--- src/rtl/ex_mem_reg_pkg.sv ---
// Shared constants for the EX/MEM pipeline register: writeback source
// selects and halt-freeze FSM state encoding.
package ex_mem_reg_pkg;

    localparam logic [1:0] WB_SEL_ALU  = 2'b00;
    localparam logic [1:0] WB_SEL_SLBI = 2'b01;
    localparam logic [1:0] WB_SEL_CMP  = 2'b10;
    localparam logic [1:0] WB_SEL_PC   = 2'b11;

    typedef enum logic {
        RUN    = 1'b0,
        HALTED = 1'b1
    } state_e;

endpackage

--- src/rtl/ex_mem_reg_dff_en_clr.sv ---
// Single-bit flop with synchronous clear (highest priority) and load enable.
module dff_en_clr (
    input  logic clk_i,
    input  logic en_i,
    input  logic clr_i,
    input  logic d_i,
    output logic q_o
);

    logic data_q;

    always_ff @(posedge clk_i) begin
        if (clr_i) begin
            data_q <= 1'b0;
        end else if (en_i) begin
            data_q <= d_i;
        end
    end

    assign q_o = data_q;

endmodule

--- src/rtl/ex_mem_reg.sv ---
// EX/MEM pipeline register with stall hold, bubble insertion, halt-freeze FSM
// and MEM forwarding. Optional counters enabled by defining EX_MEM_PERF_EN.
//
// state  | meaning
// RUN    | normal capture of execute results
// HALTED | halt instruction captured; later captures load NOPs until rst
module ex_mem_reg
    import ex_mem_reg_pkg::*;
#(
    parameter int WIDTH   = 16,
    parameter int RADDR_W = 3
) (
    input  logic               clk,
    input  logic               rst,
    input  logic [WIDTH-1:0]   alu_out_e,
    input  logic [WIDTH-1:0]   slbi_or_e,
    input  logic [WIDTH-1:0]   comparison_e,
    input  logic [WIDTH-1:0]   pc_add_e,
    input  logic [WIDTH-1:0]   store_data_e,
    input  logic               valid_e,
    input  logic               mem_read_e,
    input  logic               mem_write_e,
    input  logic               reg_write_e,
    input  logic               halt_e,
    input  logic               err_e,
    input  logic [RADDR_W-1:0] write_reg_e,
    input  logic [1:0]         wb_sel_e,
    input  logic               mem_stall,
    input  logic               bubble,
    output logic [WIDTH-1:0]   alu_out_m,
    output logic [WIDTH-1:0]   slbi_or_m,
    output logic [WIDTH-1:0]   comparison_m,
    output logic [WIDTH-1:0]   pc_add_m,
    output logic [WIDTH-1:0]   store_data_m,
    output logic               valid_m,
    output logic               mem_read_m,
    output logic               mem_write_m,
    output logic               reg_write_m,
    output logic               halt_m,
    output logic               err_m,
    output logic [RADDR_W-1:0] write_reg_m,
    output logic [1:0]         wb_sel_m,
    output logic [WIDTH-1:0]   mem_forwarded,
    output logic               mem_fwd_valid,
`ifdef EX_MEM_PERF_EN
    output logic [15:0]        stall_cnt,
    output logic [15:0]        bubble_cnt,
`endif
    output logic               halted
);

    state_e state_q, state_d;

    logic               load_en;
    logic               nop_load;
    logic               ctrl_clr;
    logic               keep_fields;
    logic [5:0]         ctrl_d;
    logic [5:0]         ctrl_q;
    logic [WIDTH-1:0]   alu_d, slbi_d, cmp_d, pc_d, store_d;
    logic [RADDR_W-1:0] wreg_d;
    logic [1:0]         wsel_d;

    assign load_en  = ~mem_stall;
    assign nop_load = (state_q == HALTED) | bubble;
    // Controls clear on a NOP only when the stage actually loads; a stall holds them.
    assign ctrl_clr = rst | (load_en & nop_load);

    assign ctrl_d = valid_e ? {1'b1, mem_read_e, mem_write_e, reg_write_e, halt_e, err_e}
                            : 6'b0;

    assign keep_fields = ~nop_load & valid_e;
    assign alu_d   = nop_load ? '0 : alu_out_e;
    assign slbi_d  = nop_load ? '0 : slbi_or_e;
    assign cmp_d   = nop_load ? '0 : comparison_e;
    assign pc_d    = nop_load ? '0 : pc_add_e;
    assign store_d = nop_load ? '0 : store_data_e;
    assign wreg_d  = keep_fields ? write_reg_e : '0;
    assign wsel_d  = keep_fields ? wb_sel_e : WB_SEL_ALU;

    dff_en_clr u_ctrl  [5:0]         (.clk_i(clk), .en_i(load_en), .clr_i(ctrl_clr), .d_i(ctrl_d),  .q_o(ctrl_q));
    dff_en_clr u_alu   [WIDTH-1:0]   (.clk_i(clk), .en_i(load_en), .clr_i(rst),      .d_i(alu_d),   .q_o(alu_out_m));
    dff_en_clr u_slbi  [WIDTH-1:0]   (.clk_i(clk), .en_i(load_en), .clr_i(rst),      .d_i(slbi_d),  .q_o(slbi_or_m));
    dff_en_clr u_cmp   [WIDTH-1:0]   (.clk_i(clk), .en_i(load_en), .clr_i(rst),      .d_i(cmp_d),   .q_o(comparison_m));
    dff_en_clr u_pc    [WIDTH-1:0]   (.clk_i(clk), .en_i(load_en), .clr_i(rst),      .d_i(pc_d),    .q_o(pc_add_m));
    dff_en_clr u_store [WIDTH-1:0]   (.clk_i(clk), .en_i(load_en), .clr_i(rst),      .d_i(store_d), .q_o(store_data_m));
    dff_en_clr u_wreg  [RADDR_W-1:0] (.clk_i(clk), .en_i(load_en), .clr_i(rst),      .d_i(wreg_d),  .q_o(write_reg_m));
    dff_en_clr u_wsel  [1:0]         (.clk_i(clk), .en_i(load_en), .clr_i(rst),      .d_i(wsel_d),  .q_o(wb_sel_m));

    assign {valid_m, mem_read_m, mem_write_m, reg_write_m, halt_m, err_m} = ctrl_q;

    always_ff @(posedge clk) begin
        if (rst) begin
            state_q <= RUN;
        end else begin
            state_q <= state_d;
        end
    end

    always_comb begin
        state_d = state_q;
        case (state_q)
            RUN:     if (load_en && !bubble && valid_e && halt_e) state_d = HALTED;
            HALTED:  state_d = HALTED;
            default: state_d = RUN;
        endcase
    end

    assign halted = (state_q == HALTED);

    always_comb begin
        mem_forwarded = alu_out_m;
        case (wb_sel_m)
            WB_SEL_ALU:  mem_forwarded = alu_out_m;
            WB_SEL_SLBI: mem_forwarded = slbi_or_m;
            WB_SEL_CMP:  mem_forwarded = comparison_m;
            WB_SEL_PC:   mem_forwarded = pc_add_m;
            default:     mem_forwarded = alu_out_m;
        endcase
    end

    // Load data arrives too late to forward from MEM; the hazard unit stalls instead.
    assign mem_fwd_valid = valid_m & reg_write_m & ~mem_read_m;

`ifdef EX_MEM_PERF_EN
    logic [15:0] stall_cnt_q, bubble_cnt_q;

    always_ff @(posedge clk) begin
        if (rst) begin
            stall_cnt_q  <= 16'h0000;
            bubble_cnt_q <= 16'h0000;
        end else begin
            if (mem_stall && stall_cnt_q != 16'hFFFF) begin
                stall_cnt_q <= stall_cnt_q + 16'h0001;
            end
            if (load_en && state_q == RUN && bubble && bubble_cnt_q != 16'hFFFF) begin
                bubble_cnt_q <= bubble_cnt_q + 16'h0001;
            end
        end
    end

    assign stall_cnt  = stall_cnt_q;
    assign bubble_cnt = bubble_cnt_q;
`endif

endmodule

--- config.mk ---
export PLATFORM = sky130hd
export DESIGN_NAME = ex_mem_reg
export DESIGN_NICKNAME = d
export VERILOG_FILES = /design/src/rtl/ex_mem_reg_pkg.sv /design/src/rtl/ex_mem_reg_dff_en_clr.sv /design/src/rtl/ex_mem_reg.sv
export SDC_FILE = /design/constraint.sdc
export NUM_CORES = 1
export LEC_CHECK = 0
export CAP_MARGIN = 40
export CELL_PAD_IN_SITES_DETAIL_PLACEMENT = 0
export CELL_PAD_IN_SITES_GLOBAL_PLACEMENT = 1
export CORE_MARGIN = 3
export CORE_UTILIZATION = 34
export CTS_CLUSTER_DIAMETER = 200
export DETAILED_ROUTE_END_ITERATION = 10
export PLACE_DENSITY = 0.87
export SYNTH_ARGS = -nofsm -noshare
export SYNTH_HDL_FRONTEND = slang
export SYNTH_SLANG_ARGS = --single-unit
export TNS_END_PERCENT = 10
--- constraint.sdc ---
create_clock -name clk -period 2.3 [get_ports clk]
set_input_delay 0.575 -clock clk [delete_from_list [all_inputs] [get_ports clk]]
set_output_delay 0.575 -clock clk [all_outputs]
set_load 0.1 [all_outputs]
==> summary.md, run 1 <==
| Metric | Value |
|---|---|
| Cell family with the largest share of critical-path delay | multiplexers |
| Count leader, synth | buf_4 |
| Num rows | 42 |
| Starting Density | 34.97% |
| DR vias/cell | 4.734 |
| Fmax achieved | 0.4511 GHz |
| Largest net degree at the start of global routing | 48 |
| Buf/Inv on CP | 2 |
| Primary FF master, synth | dfxtp_1 |
| Avg Cell Area, Syn | 11.15 µm² |
| Number of port buffers | 203 |
| Initial drt markers | 155 |
| Clock Path Buffers | 2 |
| Setup violators final | 0 |
| Synth Area in Simple Gates | 15.04% |
| Layout net count | 619 |
| GRT Overall Usage | 14.32% |
| Drt wl/cell | 16.24 µm |
| CP Capture Type | primary output |
| Drc violations | 0 |
| Max-slew headroom | 60.80% |
| Pwr dens | 728.6 mW/mm² |
| Status | completed |
| First-pass GRT wire length | 17,010 µm |
| Netlist cell types | 21 |
| Post-synthesis adder-cell area fraction | 0% |
| Syn Inst Count | 417 |
| Post-synthesis xor/xnor area fraction | 0% |
| Initial antenna violation count | 0 |
| CP Cell Sequence | buf_12 -> mux4_2 -> buf_12 |
| CTS buffer count | 9 |
| Worst hold-check path type | reg -> reg |
| RSZ-0062 raised after global routing | no |
| Height of the die | 122.9 µm |
| Filler Cell Count | 1,179 |
| Max_cap viols | 0 |
| Final WS setup | 0.08335 ns |
| Core ar. | 0.01330 mm² |
| Via Count | 3,333 |
| Compound-cell area share of the yosys netlist | 2.207% |
| I/O Pins | 204 |
| Leak Pwr | 2.764 nW |
| CTS root buf | clkbuf_16 |
| Setup CP Type | reg -> out |
| Final worst-path cycle share | 96.38% |
| GPL Wtd Cong | 0.7386 |
| H-tree depth | 3 |
| Highest net fanout along the worst path | 9 |
| Main combinational cell family by area after synthesis | multiplexers |
| Full die area | 0.01511 mm² |
| Vias in the first global route | 3,232 |
| Die W | 122.9 µm |
| Register area share after synthesis | 39.61% |
| CTS Hold Bufs | 0 |
| Setup WS pre-CTS | 0.3745 ns |
| Tmin final | 2.217 ns |
| Slew @ Worst Pin | 0.5868 ns |
| Multiplexer share of the synthesized area | 25.19% |
| Final number of hold-violating endpoints | 0 |
| Yosys Warn Count | 0 |
| ANT nets after route | 0 |
| Critical path's slowest cell | mux4_2 |
| Seq cells post-synth | 92 |
| Crit-path max cell delay | 0.55 ns |
| Pwr Total | 4.773 mW |
| N_diodes | 0 |
| Final setup TNS | 0 ns |
| Fraction of registers with async set/reset | 0% |
| Post-Place Cells | 687 |
| WP data required | 1.73 ns |
| CTS tree | done |
| Post-synth EDFFs | 0 |
| Setup crit start kind | flop |
| Synth area leader | dfxtp_1 |
| Clk Latency, worst-skew pair | 0.34 ns |
| Final Slew Violations | 0 |
| CP dominant cell by count | buf_12 |
| Worst clock skew | 0.003789 ns |
| Detailed Route WL | 11,430 µm |
| CTS Sinks | 92 |
| Yosys top cell area share | 39.61% |
| Dpl hpwl | 8295 µm |
| Synth top cells by count | buf_4 (95), dfxtp_1 (92), mux2i_1 (81) |
| TritonRoute pass-1 iters | 4 |
| Arr. time, crit path | 1.64 ns |
| Share of cells above drive strength 1 | 37.31% |
| Largest cells by area after synthesis | dfxtp_1 (40%), mux2i_1 (17%), buf_4 (15%) |
| Mapped cell area | 0.004649 mm² |
| P&R area growth vs syn | 40.90% |
| WHS | 0.4830 ns |
| Syn_nets | 512 |
| Clk slew on worst S/H paths | 0.06 ns |
| Grt ovf | 0 |
| Max VDD drop | 0.0003651 V |
| Final cell count without fillers | 704 |
==> flip-flops by register name, indices dropped and copies added, names as in the netlist <==
name and flops:
u_alu.q_o 16, u_cmp.q_o 16, u_pc.q_o 16, u_slbi.q_o 16, u_store.q_o 16, u_ctrl.q_o 6
u_wreg.q_o 3, u_wsel.q_o 2, halted 1
==> routing by layer <==
metal  vias up  routed length, µm  GRT usage (%)
li1       1610                  -              -
met1      1578               4874          17.83
met2       135               5413          23.54
met3        10                992          4.209
met4         0                151          5.248
met5         -                  0              0
==> timing repair <==
| item | in CTS | in global routing |
|---|---|---|
| setup endpoints to repair | 3 | 14 |
| gates resized for setup | 0 | 2 |
| cloned | 0 | 1 |
| pin swaps | 0 | 0 |
| buffers inserted | 1 | 0 |
==> final timing paths <==
path / startpoint / end / slack (ns) / depth (start not counted)
max reg2reg: halted$_SDFF_PP0_ / u_cmp[10].q_o$_SDFFE_PP0N_ / 1.20 / 3
min reg2reg: u_ctrl[3].q_o$_SDFFE_PP0N_ / u_ctrl[3].q_o$_SDFFE_PP0N_ / 0.48 / 2
min: u_ctrl[3].q_o$_SDFFE_PP0N_ / u_ctrl[3].q_o$_SDFFE_PP0N_ / 0.48 / 2
max: u_wsel[0].q_o$_SDFFE_PP0N_ / mem_forwarded[10] / 0.08 / 3
==> report_power, final <==
group | switching (mW) | total (mW) | internal (mW)
clock network | 0.594 | 1.68 | 1.08
logic | 0.922 | 1.37 | 0.446
registers | 0.0608 | 1.73 | 1.67
total | 1.58 | 4.77 | 3.20
==> tightest hold or removal path, cell delays in order (launching register included) <==
cell,delay [ns]
dfxtp_1,0.31
nand2_1,0.06
a211oi_1,0.06
==> per-stage QoR <==
| stage | utilization, % | instance area (µm²) |
|---|---|---|
| final | 49.28 | 6551 |
| after global routing | 49.28 | 6551 |
| after CTS | 49.06 | 6523 |
| after detailed placement | 46.45 | 6176 |
| after global placement | 46.45 | 6176 |
| after floorplan | - | 4651 |
==> final cells by class <==
type                            instances  area [µm²]  area share (%)
Inverter                                1       3.754         0.05730
Clock buffer                           10       239.0           3.648
Multi-Input combinational cell        205        1981           30.23
Timing Repair Buffer                  215        2162           33.00
Tap cell                              176       220.2           3.361
Clock inverter                          5       100.1           1.528
Sequential cell                        92        1846           28.17
==> cells in the final DEF, fill, tap and decap left out, types with 2 or more instances in the layout <==
cell             Yosys  layout
nor3_1              41      41
bufinv_16            0       3
nand2_1              5       5
dfxtp_1             92      91
nand3b_1             5       5
nor3_2              40      40
buf_4               95      98
mux4_2              16      16
mux2i_1             81      81
clkdlybuf4s50_1      0      92
buf_12               0      24
clkinv_2             0       2
clkbuf_16            0      10
a211oi_1             5       5
a32o_1               5       5
==> logic make-up (layout without fill, tap and decap cells) <==
kind of cell,Yosys count,in the layout
flops,92,92
compound gates,12,12
simple gates,96,96
buf+inv,120,231
mux,97,97
(Power assumes the default switching activity.)
==> run 2: changes to the inputs <==
--- a/config.mk
+++ b/config.mk
@@ -12,7 +12,9 @@
 export CORE_UTILIZATION = 34
 export CTS_CLUSTER_DIAMETER = 200
 export DETAILED_ROUTE_END_ITERATION = 10
+export GPL_ROUTABILITY_DRIVEN = 0
 export PLACE_DENSITY = 0.87
+export SETUP_SLACK_MARGIN = 0.02
 export SYNTH_ARGS = -nofsm -noshare
 export SYNTH_HDL_FRONTEND = slang
 export SYNTH_SLANG_ARGS = --single-unit
==> run 2 against run 1 <==
Power grew 0.15%. Wire length grew 0.73%. Sequential cell count is the same. Non-clock buffer count grew 2. Worst setup slack lost 0.011 ns. Critical path type unchanged. Critical endpoint is now mem_forwarded[14].
==> summary.md, run 2 (synthesis gave the netlist of run 1 again) <==
| Metric | Value |
|---|---|
| Fmax achieved | 0.4489 GHz (-0.50%) |
| Detailed Route WL | 11,520 µm (+0.73%) |
| CTS buffer count | 9 (unchanged) |
| Pwr Total | 4.781 mW (+0.15%) |
| Final number of hold-violating endpoints | 0 (unchanged) |
| CTS root buf | clkbuf_16 |
| Number of port buffers | 203 (unchanged) |
| Setup CP Type | reg -> out |
| Worst clock skew | 0.003866 ns (+0.00007777 ns) |
| CTS tree | done |
| Status | completed |
| I/O Pins | 204 (unchanged) |
| Commonest non-fill, non-tap cell in the layout | buf_4 |
| Critical path's slowest cell | mux4_2 |
| Highest net fanout along the worst path | 5 (-4) |
| Drc violations | 0 (unchanged) |
| Post-Place Cells | 687 (unchanged) |
| Clk slew on worst S/H paths | 0.06 ns (about the same) |
| CP Capture Type | primary output |
| Share of cells above drive strength 1 | 37.55% (+0.24 points) |
| Final Slew Violations | 0 (unchanged) |
| First-pass GRT wire length | 17,310 µm (+1.8%) |
| Final worst-path cycle share | 96.86% (+0.48 points) |
| Most frequent cells in the layout | buf_4 (99), clkdlybuf4s50_1 (92), dfxtp_1 (91), mux2i_1 (81), nor3_1 (41) |
| Worst hold-check path type | reg -> reg |
| Final setup TNS | 0 ns (unchanged) |
| P&R area growth vs syn | 41.66% |
| Initial drt markers | 159 (+2.6%) |
| RSZ-0062 raised after global routing | yes |
| Drt wl/cell | 16.31 µm (+0.44%) |
| CTS Sinks | 92 (unchanged) |
| Layout net count | 621 (+0.32%) |
| CTS Hold Bufs | 0 (unchanged) |
| DR vias/cell | 4.755 (+0.43%) |
| Clock Path Buffers | 2 (unchanged) |
| Max_cap viols | 0 (unchanged) |
| Clk Latency, worst-skew pair | 0.34 ns (about the same) |
| Height of the die | 122.9 µm (unchanged) |
| Arr. time, crit path | 1.65 ns (about the same) |
| GRT Overall Usage | 14.68% (+0.36 points) |
| Initial antenna violation count | 0 (unchanged) |
| WP data required | 1.73 ns (about the same) |
| Max VDD drop | 0.0003663 V (+0.34%) |
| Crit-path max cell delay | 0.55 ns (about the same) |
| Full die area | 0.01511 mm² (unchanged) |
| Largest net degree at the start of global routing | 48 (unchanged) |
| Dpl hpwl | 8295 µm (unchanged) |
| TritonRoute pass-1 iters | 4 (unchanged) |
| Setup crit start kind | flop |
| Via Count | 3,357 (+0.72%) |
| Starting Density | 34.97% (unchanged) |
| H-tree depth | 3 (unchanged) |
| Pwr dens | 725.8 mW/mm² (-0.38%) |
| CP Cell Sequence | buf_12 -> mux4_2 -> buf_12 |
| Tmin final | 2.228 ns (+0.01115 ns) |
| Grt ovf | 0 (unchanged) |
| Filler Cell Count | 1,176 (-0.25%) |
| Core ar. | 0.01330 mm² (unchanged) |
| Leak Pwr | 2.781 nW (+0.61%) |
| Slew @ Worst Pin | 0.5863 ns (-0.0004436 ns) |
| Max-slew headroom | 60.83% (about the same) |
| ANT nets after route | 0 (unchanged) |
| Vias in the first global route | 3,246 (+0.43%) |
| N_diodes | 0 (unchanged) |
| CP dominant cell by count | buf_12 |
| Setup violators final | 0 (unchanged) |
| Die W | 122.9 µm (unchanged) |
| Num rows | 42 (unchanged) |
| Final cell count without fillers | 706 (+0.28%) |
-- run 2: worst max-delay path, delay by kind of cell (launching register included) --
kind                   cells  cell delay, ns
DFF                        1            0.42
muxes                      1            0.55
buffers and inverters      2            0.35
-- run 2: metal layers --
layer  vias to the layer above  GRT usage, %  routed length [µm]
met5                         -             0                   0
met4                         0         5.248                 151
met3                        10         4.209                1003
met2                       137         24.15                5457
met1                      1592         18.38                4903
li1                       1618             -                   -
-- run 2: area by class of cell --
type / instances / area, µm² / share of cell area, %
flip-flops and latches: 92 / 1846 / 28.02
inverters: 1 / 3.754 / 0.05699
repair buffers: 217 / 2197 / 33.36
well taps: 176 / 220.2 / 3.343
multi-input cells: 205 / 1981 / 30.07
clock buffers: 10 / 239.0 / 3.628
clock inverters: 5 / 100.1 / 1.520
-- run 2: what timing repair did --
action,in CTS,in global routing
endpoints found under the setup margin,12,3
gates cloned,1,1
gates resized for setup,3,0
setup buffers,1,1
pin swaps,0,0
endpoints found under the hold margin,0,0
-- run 2: path summary, 6_finish.rpt --
| kind | startpoint | end | slack [ns] | cells past startpoint |
|---|---|---|---|---|
| max | u_wsel[0].q_o$_SDFFE_PP0N_ | mem_forwarded[14] | 0.07 | 3 |
| min | u_ctrl[3].q_o$_SDFFE_PP0N_ | u_ctrl[3].q_o$_SDFFE_PP0N_ | 0.48 | 2 |
| max reg2reg | halted$_SDFF_PP0_ | u_cmp[10].q_o$_SDFFE_PP0N_ | 1.21 | 3 |
| min reg2reg | u_ctrl[3].q_o$_SDFFE_PP0N_ | u_ctrl[3].q_o$_SDFFE_PP0N_ | 0.48 | 2 |
-- run 2: where the power goes --
group / switching [mW] / leakage, nW / internal (mW)
Combinational: 0.922 / 1.86 / 0.448
Sequential: 0.0608 / 0.754 / 1.67
Clock: 0.598 / 0.168 / 1.08
-- run 2: per-stage QoR --
stage	area [µm²]	util, %	worst slack, ns	hold slack (ns)
2_1_floorplan	4651	-	0.1100	0.4431
3_3_place_gp	6176	46.45	0.3973	0.4572
3_5_place_dp	6176	46.45	0.3745	0.4663
4_1_cts	6554	49.29	0.02944	0.4802
5_1_grt	6586	49.54	0.01540	0.5039
6_report	6586	49.54	0.07220	0.4830
